`config.mk`:
```
export PLATFORM = sky130hd
export DESIGN_NAME = election_house_arbiter
export DESIGN_NICKNAME = d
export VERILOG_FILES = /design/src/rtl/election_house_arbiter.sv
export SDC_FILE = /design/constraint.sdc
export NUM_CORES = 1
export LEC_CHECK = 0
export ABC_AREA = 0
export BUFFER_PORTS_ARGS = -buffer_cell sky130_fd_sc_hd__buf_2
export CAP_MARGIN = 20
export CORE_MARGIN = 2
export CORE_UTILIZATION = 55
export CTS_CLUSTER_SIZE = 24
export DETAILED_ROUTE_END_ITERATION = 10
export PLACE_DENSITY = 0.85
export RECOVER_POWER = 100
export SLEW_MARGIN = 40
export SYNTH_ARGS = -nofsm -noshare
export SYNTH_HDL_FRONTEND = slang
export SYNTH_SLANG_ARGS = --single-unit
```
`constraint.sdc`:
```
create_clock -name clk -period 4 [get_ports clk]
set_input_delay 0.8 -clock clk [delete_from_list [all_inputs] [get_ports clk]]
set_output_delay 0.8 -clock clk [all_outputs]
set_load 0.03 [all_outputs]
```
`src/rtl/election_house_arbiter.sv`:
```
// Election-house capture arbiter for two tanks.
// Samples per-frame presence of each tank and walks the shared house through
// capture, contest, award (one-cycle bonus pulse) and a fixed cooldown.
// Optional build macro: ELECTION_DECAY_EN makes an owner's progress decay by
// one per empty frame instead of being discarded immediately.
module election_house_arbiter #(
  parameter int CAPTURE_SEC  = 5,
  parameter int COOLDOWN_SEC = 20,
  parameter int SOF_PER_SEC  = 30
) (
  input  logic       clk,
  input  logic       resetN,
  input  logic       start_of_frame,
  input  logic       enable,
  input  logic       collisionTank1Election,
  input  logic       collisionTank2Election,
  output logic       tank1Bonus,
  output logic       tank2Bonus,
  output logic [1:0] owner,
  output logic [9:0] progress,
  output logic       contested,
  output logic       coolingDown
);

  localparam logic [9:0]  CAPTURE_FRAMES  = 10'(CAPTURE_SEC * SOF_PER_SEC);
  localparam logic [15:0] COOLDOWN_FRAMES = 16'(COOLDOWN_SEC * SOF_PER_SEC);

  typedef enum logic [2:0] {
    IDLE,
    CAPTURE,
    CONTEST,
    AWARD,
    COOLDOWN
  } state_t;

  state_t      state, state_next;
  logic [1:0]  owner_next;
  logic [9:0]  progress_next;
  logic [15:0] cd_cnt, cd_next;
  logic        f1, f2, f1_next, f2_next;
  logic        take;
  logic [1:0]  take_owner;
  logic [9:0]  take_progress;
  logic [1:0]  sole;
  logic [1:0]  other;

  // Tank seen alone this frame (only meaningful when exactly one flag is set),
  // and the tank that is not the current owner.
  assign sole  = f1 ? 2'd1 : 2'd2;
  assign other = (owner == 2'd1) ? 2'd2 : 2'd1;

  // Status outputs; a bonus is only granted while the game is still running.
  assign contested   = (state == CONTEST);
  assign coolingDown = (state == COOLDOWN);
  assign tank1Bonus  = (state == AWARD) && enable && (owner == 2'd1);
  assign tank2Bonus  = (state == AWARD) && enable && (owner == 2'd2);

  // Next-state, presence-flag and counter logic; evaluation happens on frame strobes.
  always_comb begin
    state_next    = state;
    owner_next    = owner;
    progress_next = progress;
    cd_next       = cd_cnt;
    f1_next       = start_of_frame ? collisionTank1Election : (f1 | collisionTank1Election);
    f2_next       = start_of_frame ? collisionTank2Election : (f2 | collisionTank2Election);
    take          = 1'b0;
    take_owner    = owner;
    take_progress = progress;

    if (!enable) begin
      state_next    = IDLE;
      owner_next    = 2'd0;
      progress_next = 10'd0;
      cd_next       = 16'd0;
      f1_next       = 1'b0;
      f2_next       = 1'b0;
    end else begin
      case (state)
        IDLE: begin
          if (start_of_frame) begin
            case ({f1, f2})
              2'b10:   begin take = 1'b1; take_owner = 2'd1; take_progress = 10'd1; end
              2'b01:   begin take = 1'b1; take_owner = 2'd2; take_progress = 10'd1; end
              2'b11:   state_next = CONTEST;
              default: state_next = IDLE;
            endcase
          end
        end
        CAPTURE: begin
          if (start_of_frame) begin
            case ({f1, f2})
              2'b11: state_next = CONTEST;
              2'b00: begin
`ifdef ELECTION_DECAY_EN
                if (progress > 10'd1) begin
                  progress_next = progress - 10'd1;
                end else begin
                  state_next    = IDLE;
                  owner_next    = 2'd0;
                  progress_next = 10'd0;
                end
`else
                state_next    = IDLE;
                owner_next    = 2'd0;
                progress_next = 10'd0;
`endif
              end
              default: begin
                take = 1'b1;
                if (sole == owner) begin
                  take_owner    = owner;
                  take_progress = progress + 10'd1;
                end else begin
                  take_owner    = other;
                  take_progress = 10'd1;
                end
              end
            endcase
          end
        end
        CONTEST: begin
          if (start_of_frame) begin
            case ({f1, f2})
              2'b11: state_next = CONTEST;
              2'b00: begin
                state_next    = IDLE;
                owner_next    = 2'd0;
                progress_next = 10'd0;
              end
              default: begin
                take       = 1'b1;
                take_owner = sole;
                if (sole == owner) take_progress = progress + 10'd1;
                else               take_progress = 10'd1;
              end
            endcase
          end
        end
        AWARD: begin
          state_next    = COOLDOWN;
          owner_next    = 2'd0;
          progress_next = 10'd0;
          cd_next       = 16'd0;
          f1_next       = 1'b0;
          f2_next       = 1'b0;
        end
        COOLDOWN: begin
          f1_next = 1'b0;
          f2_next = 1'b0;
          if (start_of_frame) begin
            if (cd_cnt + 16'd1 == COOLDOWN_FRAMES) begin
              state_next = IDLE;
              cd_next    = 16'd0;
            end else begin
              cd_next = cd_cnt + 16'd1;
            end
          end
        end
        default: state_next = IDLE;
      endcase

      if (take) begin
        owner_next    = take_owner;
        progress_next = take_progress;
        state_next    = (take_progress == CAPTURE_FRAMES) ? AWARD : CAPTURE;
      end
    end
  end

  // State, ownership, counters and sticky presence flags.
  always_ff @(posedge clk or negedge resetN) begin
    if (!resetN) begin
      state    <= IDLE;
      owner    <= 2'd0;
      progress <= 10'd0;
      cd_cnt   <= 16'd0;
      f1       <= 1'b0;
      f2       <= 1'b0;
    end else begin
      state    <= state_next;
      owner    <= owner_next;
      progress <= progress_next;
      cd_cnt   <= cd_next;
      f1       <= f1_next;
      f2       <= f2_next;
    end
  end

endmodule
```
Word-level counts from Yosys, hierarchy flattened
Cells that the tools add are included.
Widths: inputs -> output; s select.
{ "classes": {"bitwise_logic": 2, "reduce_logical": 13, "addsub": 2, "mux": 53, "eq_ne": 30} }
{ "ops": {"columns": ["cell", "count"], "rows": [
  ["$mux 10", 10],
  ["$mux 16", 3],
  ["$pmux 10 s2", 2],
  ["$ne 4x4->1 const B", 8],
  ["$pmux 16 s2", 1],
  ["$mux 2", 13],
  ["$mux 3", 6],
  ["$add 16x1->16 const B", 1],
  ["$eq 16x10->1 const B", 1],
  ["$ne 4x2->1 const B", 3],
  ["$pmux 3 s2", 2],
  ["$pmux 3 s4", 1],
  ["$mux 1", 11],
  ["$reduce_and 11->1", 1],
  ["$add 10x1->10 const B", 1],
  ["$eq 10x8->1 const B", 1],
  ["$ne 5x3->1 const B", 2],
  ["$ne 4x3->1 const B", 2],
  ["$pmux 2 s2", 2],
  ["$reduce_or 2->1", 4],
  ["$eq 2x2->1 const B", 3],
  ["$eq 3x2->1 const B", 2],
  ["$pmux 2 s3", 1],
  ["$reduce_and 6->1", 1],
  ["14 further kinds", 18]
]} }
{ "word_totals": {"output_inout_bits": 16, "ff_bits": 33, "wordCells": 106} }

Logic depth before layout (Yosys ltp)
Gate-level depths: netlist of run 1.
{ "depth": {"word_depth": 11, "mapped_depth": 10, "depth_no_buf": 9} }

Worst setup path after synthesis of run 1
OpenSTA, ideal clock, no wires.
{ "synth_path": {"path_type": "input-to-output", "start": "in enable", "end": "out tank2Bonus", "n_path_buf": 1, "path_slack_ns": 1.104, "required_time_ns": 3.200, "stages": 4, "t_arrival_ns": 2.096, "cell_sequence": "clkbuf_1 > nor2b_1 > nand3_1 > nor3b_1"} }
{ "synth_via": {"elab_chain_len": 2} }
{ "synth_rtl": {"columns": ["item", "line_no", "source"], "rows": [
  ["from (decl)", "14", "input logic enable,"],
  ["$logic_and 1x1->1 (2 in series)", "56", "assign tank2Bonus = (state == AWARD) && enable && (owner == 2'd2);"],
  ["to (decl)", "18", "output logic tank2Bonus,"]
]} }
No other way between the ends.

Worst setup path after layout of run 1
{ "layout_path": {"start": "reg state[1]", "end": "reg cd_cnt[2]"} }
{ "layout_via": {"elab_chain_len": 3, "word_cells_on_any_way": 7} }
{ "layout_rtl": {"columns": ["item", "line_no", "source"], "rows": [
  ["from (decl)", "36", "state_t state, state_next;"],
  ["from (signal assigned)", "180", "state <= state_next;"],
  ["$eq 3x3->1 or $eq 3x2->1 (tied branches)", "78", "case (state)"],
  ["$pmux 16 s2 (tied with other cells)", "78", null],
  ["$mux 16 or $reduce_and 2->1 (tied branches)", null, null],
  ["to (signal assigned)", "183", "cd_cnt <= cd_next;"],
  ["to (decl)", "39", "logic [15:0] cd_cnt, cd_next;"]
]} }
Parallel ways exist; a longest one is shown, timed or not.
A chain may end at the register's enable or synchronous reset.

==> results.cfg, run 1 <==
[clocking]
cts_resized = 0
cts.clk_slew.worst_paths_ns = 0.07
cts_max_level = 2
cts_made_buffers = 5
cts_sinks = 33
clockRootBuffer = clkbuf_8
clock_path_buffers = 2
post-cts-setup-buffers = 0
insertion_delay_ns = 0.29
hold_buffers = 0
cts_tree = done

[placed_design]
port_buffers = 21
dp.cells = 346
hpwlAfterDp_mm = 4.17
place_congestion = 0.948

[timing]
fin_setup_tns_ns = 0
max_freq_ghz = 0.322
min_period_ns = 3.11
maxSlewHeadroom_pct = -22.8
finalCritPeriodShare_pct = 77.8
finalHoldViolations = 0
final-setup-viol-count = 0
rsz0062_at_grt = false
slew_violations = 51
tightest_slew_ns = 1.84
skew_ns = 0.00790

[detailed_routing]
dr.pass1.iters = 5
vias_per_cell = 6.70
avgRoutedWirePerCell_um = 17.2
drt_iter0_markers = 332
drc = 0
wirelength_mm = 6.08
via_count = 2371
ant_nets = 0

[final_layout]
syn_to_final_growth_pct = 7.89
layout-drive-gt1-share_pct = 8.28
mostFrequentLayoutCells = nand2_1, dfrtp_1, o21ai_0, a21oi_1, nor2_1
n_antenna_cell = 0
num-nets-final = 313
final_cells = 354
mostFrequentLayoutCell = nand2_1

[floorplanning]
die_height_um = 70.2
start_util_pct = 56.1
num_rows = 24
die_x_um = 70.2
ios = 22
core_mm2 = 0.00429
dieArea_mm2 = 0.00493

[setup_path]
rr_startpoint = state[1]
cp.arrival_ns = 3.20
worstPathMaxFanout = 16
r2r-end = cd_cnt[2]
r2r_cells = 6
reg2reg_slack_ns = 0.89
worstPathRequired_ns = 4.09
endpoint_kind = flip-flop
crit_type = flip-flop to flip-flop
startpoint_type = flip-flop

[pwr]
ir_worst_vdd_v = 0.000171
leakagePower_nw = 1.06
pwr_density_cell_mw_per_mm2 = 292

[logic_synthesis]
synth_ff_type = dfrtp_1
synthCells = 284
netlist.area_leader.share_pct = 34.3
yosys_warnings = 0
synth-edff-count = 0
syn_nets = 296
syn_area_per_cell_um2 = 8.49
ys_seq_area_share_pct = 34.3
synthArstFlopShare_pct = 100
syn-cell-area_mm2 = 0.00241
yosys-top-cells-area = dfrtp_1, nand2_1, a21oi_1, o21ai_0, ha_1
synth_area_leader_cell = dfrtp_1
synth_seq_cells = 33
ys_types = 61

[global_routing]
globalRouteOverflowTotal = 0
grt_pass1_wl_mm = 10.0
grt_start_max_net_pins = 34
gr-usage-all-layers_pct = 25.6
grt_pass1_vias = 2176
antenna_found_initial = 0

[outcome]
violations = max-capacitance violations, max-slew violations
outcome = finished, violations left

[min_path]
hp-class = flip-flop to flip-flop
hold_path.startpoint = cd_cnt[15]
hold_path_end = cd_cnt[15]
whs_path_depth = 1

[run]
drv_cap = 2
## flip-flops by register name, indices dropped and copies added (netlist names)
| register | cells |
|---|---|
| state | 3 |
| progress | 10 |
| cd_cnt | 16 |
| f2 | 1 |
| owner | 2 |
| f1 | 1 |
## worst max path at each step
stage                   startpoint          to  cells after the start
finish                    state[1]   cd_cnt[2]                      6
global placement    start_of_frame    state[1]                      8
CTS                             f1    state[1]                      9
global route              state[1]   cd_cnt[2]                      6
floorplan                   enable  tank2Bonus                      4
detailed placement  start_of_frame    state[1]                      8
## where the power goes
| part | internal [W] | switching, W | total (W) |
|---|---|---|---|
| Sequential | 0.000340 | 0.0000139 | 0.000354 |
| Clock | 0.000156 | 0.000131 | 0.000286 |
| Combinational | 0.0000365 | 0.0000826 | 0.000119 |
## Yosys cell counts (2+ instances only)
library cell	n
a211oi_1	2
a21o_1	3
a21oi_1	19
a221o_1	5
a22o_1	7
a31oi_1	2
a32o_1	3
a32oi_1	2
and2_1	3
and3_1	9
and3b_1	2
and4_1	4
buf_6	2
clkbuf_1	8
dfrtp_1	33
ha_1	6
inv_1	8
mux2_2	3
mux2i_1	4
nand2_1	37
nand2b_1	4
nand3_1	15
nand3b_1	4
nand4_1	7
nor2_1	19
nor2b_1	2
nor3_1	2
nor3b_1	3
nor4_1	4
nor4b_1	2
o211a_1	2
o211ai_1	3
o21ai_0	17
o21ai_1	6
o22ai_1	4
o31ai_1	2
xor2_1	2
## worst max-delay path, stage by stage, from the launching register on
cell      delay, ns
dfrtp_1        0.53
nor2_1         0.36
nand2_1        0.14
clkinv_1       0.11
nand2_1        0.16
o21ai_0        1.34
o21ai_0        0.28
## final cells by class
cell class                      count  area, um^2
Multi-Input combinational cell    229        1480
Fill cell                         392        1690
Timing Repair Buffer               22        91.3
Clock inverter                      1        5.00
Sequential cell                    33         826
Clock buffer                        7        96.3
Inverter                           10        37.5
Tap cell                           52        65.1
## cell families (layout without fill, tap and decap cells)
| group | count (synthesis) | in the layout | share of synthesized area [%] |
|---|---|---|---|
| xor gates and xnor gates | 2 | 2 | 0.727 |
| DFF | 33 | 33 | 34.3 |
| AOI/OAI and AO/OA | 86 | 86 | 25.3 |
| and+or+nand+nor | 126 | 126 | 28.3 |
| adders and majority gates | 7 | 7 | 3.53 |
| buffers and inverters | 22 | 40 | 4.20 |
| muxes | 8 | 8 | 3.68 |
## routing by layer
layer  vias to the layer above  GRT usage, %  routed length (um)
met5                         -             0                   0
met4                         0          10.5                 140
met3                        13          5.05                 439
met2                       107          40.5                2860
met1                      1144          34.4                2640
li1                       1107             -                   -
## through the flow
step	cell area (um^2)	hold slack, ns	util (%)	setup slack, ns	total power [W]
CTS	2630	0.525	61.2	1.25	0.000764
global route	2600	0.529	60.6	0.609	0.000789
floorplan	2410	0.485	-	1.10	0.000441
detailed placement	2530	0.509	58.9	1.22	0.000478
finish	2600	0.520	60.6	0.890	0.000759
global placement	2520	0.498	58.8	1.25	0.000474
Power figures use the tool's default switching activity.
==> run 2, diff against run 1 <==
==> constraint.sdc (replaced) <==
create_clock -name clk -period 2.88 [get_ports clk]
set_input_delay 0.576 -clock clk [delete_from_list [all_inputs] [get_ports clk]]
set_output_delay 0.576 -clock clk [all_outputs]
set_load 0.03 [all_outputs]
==> run 2 against run 1 <==
Effect of this change:
- the flow still finishes with violations (max-capacitance violations, max-slew violations)
- critical path depth is 3 higher
- worst hold slack got worse by 0.018 ns
- total power up 49%
- first-iteration DRC count decreased by 22%
- critical path type unchanged
- largest power group unchanged
- highest routed layer unchanged
==> results.cfg, run 2 (same netlist as run 1, synthesis figures left out) <==
[final_layout]
num-nets-final = 318
largest_reg_flops = 16
largestRegisters = cd_cnt (16), progress (10), state (3)
mostFrequentLayoutCells = nand2_1, dfrtp_1, clkbuf_1, nor2_1, o21ai_0
top_register = cd_cnt
syn_to_final_growth_pct = 10.2
layout-drive-gt1-share_pct = 9.77
mostFrequentLayoutCell = nand2_1
n_antenna_cell = 0

[placed_design]
hpwlAfterDp_mm = 4.21
place_congestion = 0.970
dpl_worst_slack_ns = 0.118
port_buffers = 21

[clocking]
cts_made_buffers = 5
clock_path_buffers = 2
cts_sinks = 33
cts.clk_slew.worst_paths_ns = 0.07
cts_tree = done
cts_max_level = 2
insertion_delay_ns = 0.29
hold_buffers = 0
clockRootBuffer = clkbuf_8

[detailed_routing]
vias_per_cell = 6.45
wirelength_mm = 5.92
via_count = 2316
avgRoutedWirePerCell_um = 16.5
drc = 0
dr.pass1.iters = 5
drt_iter0_markers = 260
ant_nets = 0

[timing]
finalCritPeriodShare_pct = 95.4
max_freq_ghz = 0.364
fin_setup_tns_ns = 0
final-setup-viol-count = 0
skew_ns = 0.00418
min_period_ns = 2.75
rsz0062_at_grt = false
worst_slack_ns = 0.132
slew_violations = 34
finalHoldViolations = 0
maxSlewHeadroom_pct = -18.1
tightest_slew_ns = 1.77

[pwr]
p_total_w = 0.00113
p_sw_w = 0.000319
seqPwrFrac_pct = 43.6
power_frac_comb_pct = 15.6
ir_worst_vdd_v = 0.000217
switching_share_pct = 28.3
p_clk_share_pct = 40.8
pwr_density_cell_mw_per_mm2 = 424
internal_power_w = 0.000809
leakagePower_nw = 1.08

[run]
drv_cap = 1

[global_routing]
globalRouteOverflowTotal = 0
grt_start_max_net_pins = 34
grt_pass1_vias = 2020
gr-usage-all-layers_pct = 25.3
grt_pass1_wl_mm = 10.0
antenna_found_initial = 0

[floorplanning]
die_height_um = 70.2
die_x_um = 70.2
core_mm2 = 0.00429
start_util_pct = 56.1
num_rows = 24
dieArea_mm2 = 0.00493
ios = 22

[setup_path]
endpoint_kind = flip-flop
startpoint_type = flip-flop
crit_type = flip-flop to flip-flop
r2r_cells = 9
worstPathRequired_ns = 3.11
cp.arrival_ns = 2.98
worstPathMaxFanout = 7

[min_path]
hp-class = input pin to flip-flop
whs_path_depth = 3

[outcome]
violations = max-capacitance violations, max-slew violations
outcome = finished, violations left
==> run 2: repair_timing <==
item	in CTS	in global routing
endpoints found under the setup margin	0	1
buffers inserted	0	0
gates resized for setup	0	3
==> run 2: final timing paths <==
check                                  end              startpoint  slack, ns
worst min-delay path                    f1  collisionTank1Election       0.50
min in group asynchronous        cd_cnt[8]                  resetN       0.75
worst max register to register    state[1]                      f1       0.13
worst max-delay path              state[1]                      f1       0.13
max in group asynchronous         state[2]                  resetN       1.11
worst min register to register  cd_cnt[13]              cd_cnt[13]       0.54
==> run 2: critical path, cell delays in order, from the launching register on <==
cell       delay (ns)
dfrtp_1          0.47
inv_1            0.10
ha_1             0.39
and2_1           0.28
nand2_1          0.19
a31oi_1          0.11
a2111oi_1        0.46
nand2_1          0.09
o41ai_1          0.37
mux2_2           0.22
==> run 2: metrics by stage <==
step / area, um^2 / util, % / hold slack [ns] / cells
3_3_place_gp: 2560 / 59.7 / 0.496 / 351
3_5_place_dp: 2560 / 59.7 / 0.531 / 351
2_1_floorplan: 2410 / - / 0.280 / 284
4_1_cts: 2680 / 62.5 / 0.372 / 359
6_report: 2660 / 61.9 / 0.501 / 359
5_1_grt: 2660 / 61.9 / 0.534 / 359
==> run 2: routing by layer <==
metal | wire [um] | track usage, % | vias up
met4 | 85 | 6.84 | 0
met5 | 0 | 0 | -
met1 | 2750 | 37.0 | 1093
met2 | 2730 | 38.8 | 95
met3 | 362 | 4.18 | 13
li1 | - | - | 1115
==> run 2: cell type report <==
type	count	area (um^2)
Fill cell	377	1640
Multi-Input combinational cell	229	1490
Sequential cell	33	826
Timing Repair Buffer	27	118
Clock buffer	6	82.6
Tap cell	52	65.1
Clock inverter	2	37.5
Inverter	10	37.5
==> run 2: power groups by stage <==
stage               clock network [W]  logic [W]  registers [W]
finish                       0.000461   0.000175       0.000492
global route                 0.000490   0.000193       0.000494
detailed placement                  0   0.000171       0.000500
floorplan                           0   0.000115       0.000498
global placement                    0   0.000170       0.000499
CTS                          0.000463   0.000173       0.000491
==> run 3, diff against run 2 <==
--- a/config.mk
+++ b/config.mk
@@ -12,6 +12,7 @@
 export CORE_UTILIZATION = 55
 export CTS_CLUSTER_SIZE = 24
 export DETAILED_ROUTE_END_ITERATION = 10
+export MAX_ROUTING_LAYER = met4
 export PLACE_DENSITY = 0.85
 export RECOVER_POWER = 100
 export SLEW_MARGIN = 40
==> run 3 against run 2 <==
Effect of this change:
- the run still ends with max-capacitance violations, max-slew violations left
- critical endpoint is now cd_cnt[7]
- via count increased by 1.4%
- total power down 7.8%
- core utilization fell by 0.55 points
- clock skew up 0.0013 ns
- critical path type unchanged
- flip-flop and latch count unchanged
- die area is the same
- sequential share of layout area is 0.28 points higher
- combinational power about the same
- final cell count unchanged
- setup slack improved by 0.095 ns
- worst hold slack barely moved
==> results.cfg, run 3 (same netlist as run 1, synthesis figures left out) <==
[setup_path]
path_buf_inv = 1
startpoint_type = flip-flop
cp.arrival_ns = 2.87
r2r_cells = 9
rr_startpoint = cd_cnt[0]
cp_slowest_cell = a211oi_4
crit_chain = ha_1, nand4_2, or4_4, mux2_4, nand2_4, a211oi_4, buf_4, a21oi_1, mux2i_1
endpoint_kind = flip-flop
worstPathRequired_ns = 3.10
reg2reg_slack_ns = 0.23
critPathMaxStageDelay_ns = 0.54
crit_type = flip-flop to flip-flop
r2r-end = cd_cnt[7]
crit_cells = 9
cp_top_family = simple AND/OR/NAND/NOR gates
worstPathMaxFanout = 16

[detailed_routing]
via_count = 2348
ant_nets = 0
dr.pass1.iters = 5
vias_per_cell = 6.54
drt_iter0_markers = 283
drc = 0
wirelength_mm = 5.97
avgRoutedWirePerCell_um = 16.6

[global_routing]
gr-usage-all-layers_pct = 26.2
grt_start_max_net_pins = 34
antenna_found_initial = 0
globalRouteOverflowTotal = 0
grt_pass1_vias = 2075
grt_pass1_wl_mm = 10.1

[final_layout]
num-nets-final = 318
num-fill-cells = 390
mostFrequentLayoutCell = nand2_1
layout-drive-gt1-share_pct = 9.77
largest_reg_flops = 16
syn_to_final_growth_pct = 9.24
n_antenna_cell = 0
largestRegisters = cd_cnt (16), progress (10), state (3)
top_register = cd_cnt
mostFrequentLayoutCells = nand2_1, dfrtp_1, nor2_1, o21ai_0, clkbuf_1
postLayoutCellArea_mm2 = 0.00263

[outcome]
violations = max-capacitance violations, max-slew violations
outcome = finished, violations left

[min_path]
hold_path_end = f2
whs_path_depth = 3
hold_path.startpoint = collisionTank2Election
hp-class = input pin to flip-flop

[placed_design]
place_congestion = 0.970
hpwlAfterDp_mm = 4.25
port_buffers = 21
placed_cell_area_mm2 = 0.00256

[floorplanning]
start_util_pct = 56.1
num_rows = 24
core_mm2 = 0.00429
die_x_um = 70.2
die_height_um = 70.2
ios = 22
dieArea_mm2 = 0.00493

[clocking]
cts.clk_slew.worst_paths_ns = 0.07
cts_max_level = 2
clockRootBuffer = clkbuf_8
cts_made_buffers = 5
insertion_delay_ns = 0.29
post-cts-setup-buffers = 0
cts_tree = done
cts_sinks = 33
hold_buffers = 0
clock_path_buffers = 2

[pwr]
p_sw_w = 0.000319
leakagePower_nw = 1.07
switching_share_pct = 30.7
p_clk_share_pct = 36.2
p_total_w = 0.00104
power_frac_comb_pct = 16.5
seqPwrFrac_pct = 47.3
ir_worst_vdd_v = 0.000237
internal_power_w = 0.000720
pwr_density_cell_mw_per_mm2 = 395

[timing]
rsz0062_at_grt = false
min_period_ns = 2.65
max_freq_ghz = 0.377
finalHoldViolations = 0
tightest_slew_ns = 1.75
finalCritPeriodShare_pct = 92.1
maxSlewHeadroom_pct = -16.4
holdWs_ns = 0.501
final-setup-viol-count = 0
fin_setup_tns_ns = 0
skew_ns = 0.00547
slew_violations = 34

[run]
drv_cap = 1
## run 3: cell types whose count changed in the layout (fill, tap and decap cells not counted), sizes merged
cell	before	now
buf	7	8
clkinv	1	3
bufinv	1	0
clkbuf	26	25
clkinvlp	1	0
## run 3: how the worst max path moves through the flow
stage,startpoint,end
4_1_cts,f1,state[1]
3_5_place_dp,f1,state[1]
6_report,cd_cnt[0],cd_cnt[7]
5_1_grt,f1,state[1]
2_1_floorplan,enable,tank2Bonus
3_3_place_gp,f1,state[1]
## run 3: metal layers
metal,vias up,global-route usage [%],wire (um)
li1,1118,-,-
met2,91,38.1,2630
met3,13,4.33,318
met1,1126,37.5,2910
met5,-,-,0
met4,0,8.12,99
## run 3: worst reg2reg max path, cell delays in order (launching register included)
cell	delay, ns
dfrtp_1	0.40
ha_1	0.27
nand4_2	0.16
or4_4	0.46
mux2_4	0.24
nand2_4	0.06
a211oi_4	0.54
buf_4	0.23
a21oi_1	0.07
mux2i_1	0.15
## run 3: repair_timing
| action | 4_1_cts | 5_1_grt |
|---|---|---|
| endpoints found under the hold margin | 0 | 0 |
| gates resized for setup | 0 | 1 |
| setup endpoints to repair | 0 | 1 |
## run 3: metrics by stage
step	setup WS, ns	cells	util, %
final	0.227	359	61.3
after global routing	0.0218	359	61.3
after CTS	0.221	359	61.9
after detailed placement	0.246	351	59.7
after global placement	0.194	351	59.7
after floorplan	0.432	284	-
## run 3: power by group through the flow
| stage | clock network (W) | registers, W | logic [W] |
|---|---|---|---|
| after floorplan | 0 | 0.000498 | 0.000115 |
| after global placement | 0 | 0.000499 | 0.000170 |
| after detailed placement | 0 | 0.000500 | 0.000171 |
| after CTS | 0.000383 | 0.000491 | 0.000172 |
| after global routing | 0.000402 | 0.000493 | 0.000190 |
| final | 0.000376 | 0.000492 | 0.000172 |
## run 3: final cells by class
cell class,count,area (um^2),share of cell area [%]
clock inverters,2,13.8,0.523
well taps,52,65.1,2.47
flip-flops and latches,33,826,31.4
multi-input cells,229,1490,56.5
repair buffers,27,121,4.61
inverters,10,37.5,1.43
clock buffers,6,82.6,3.14
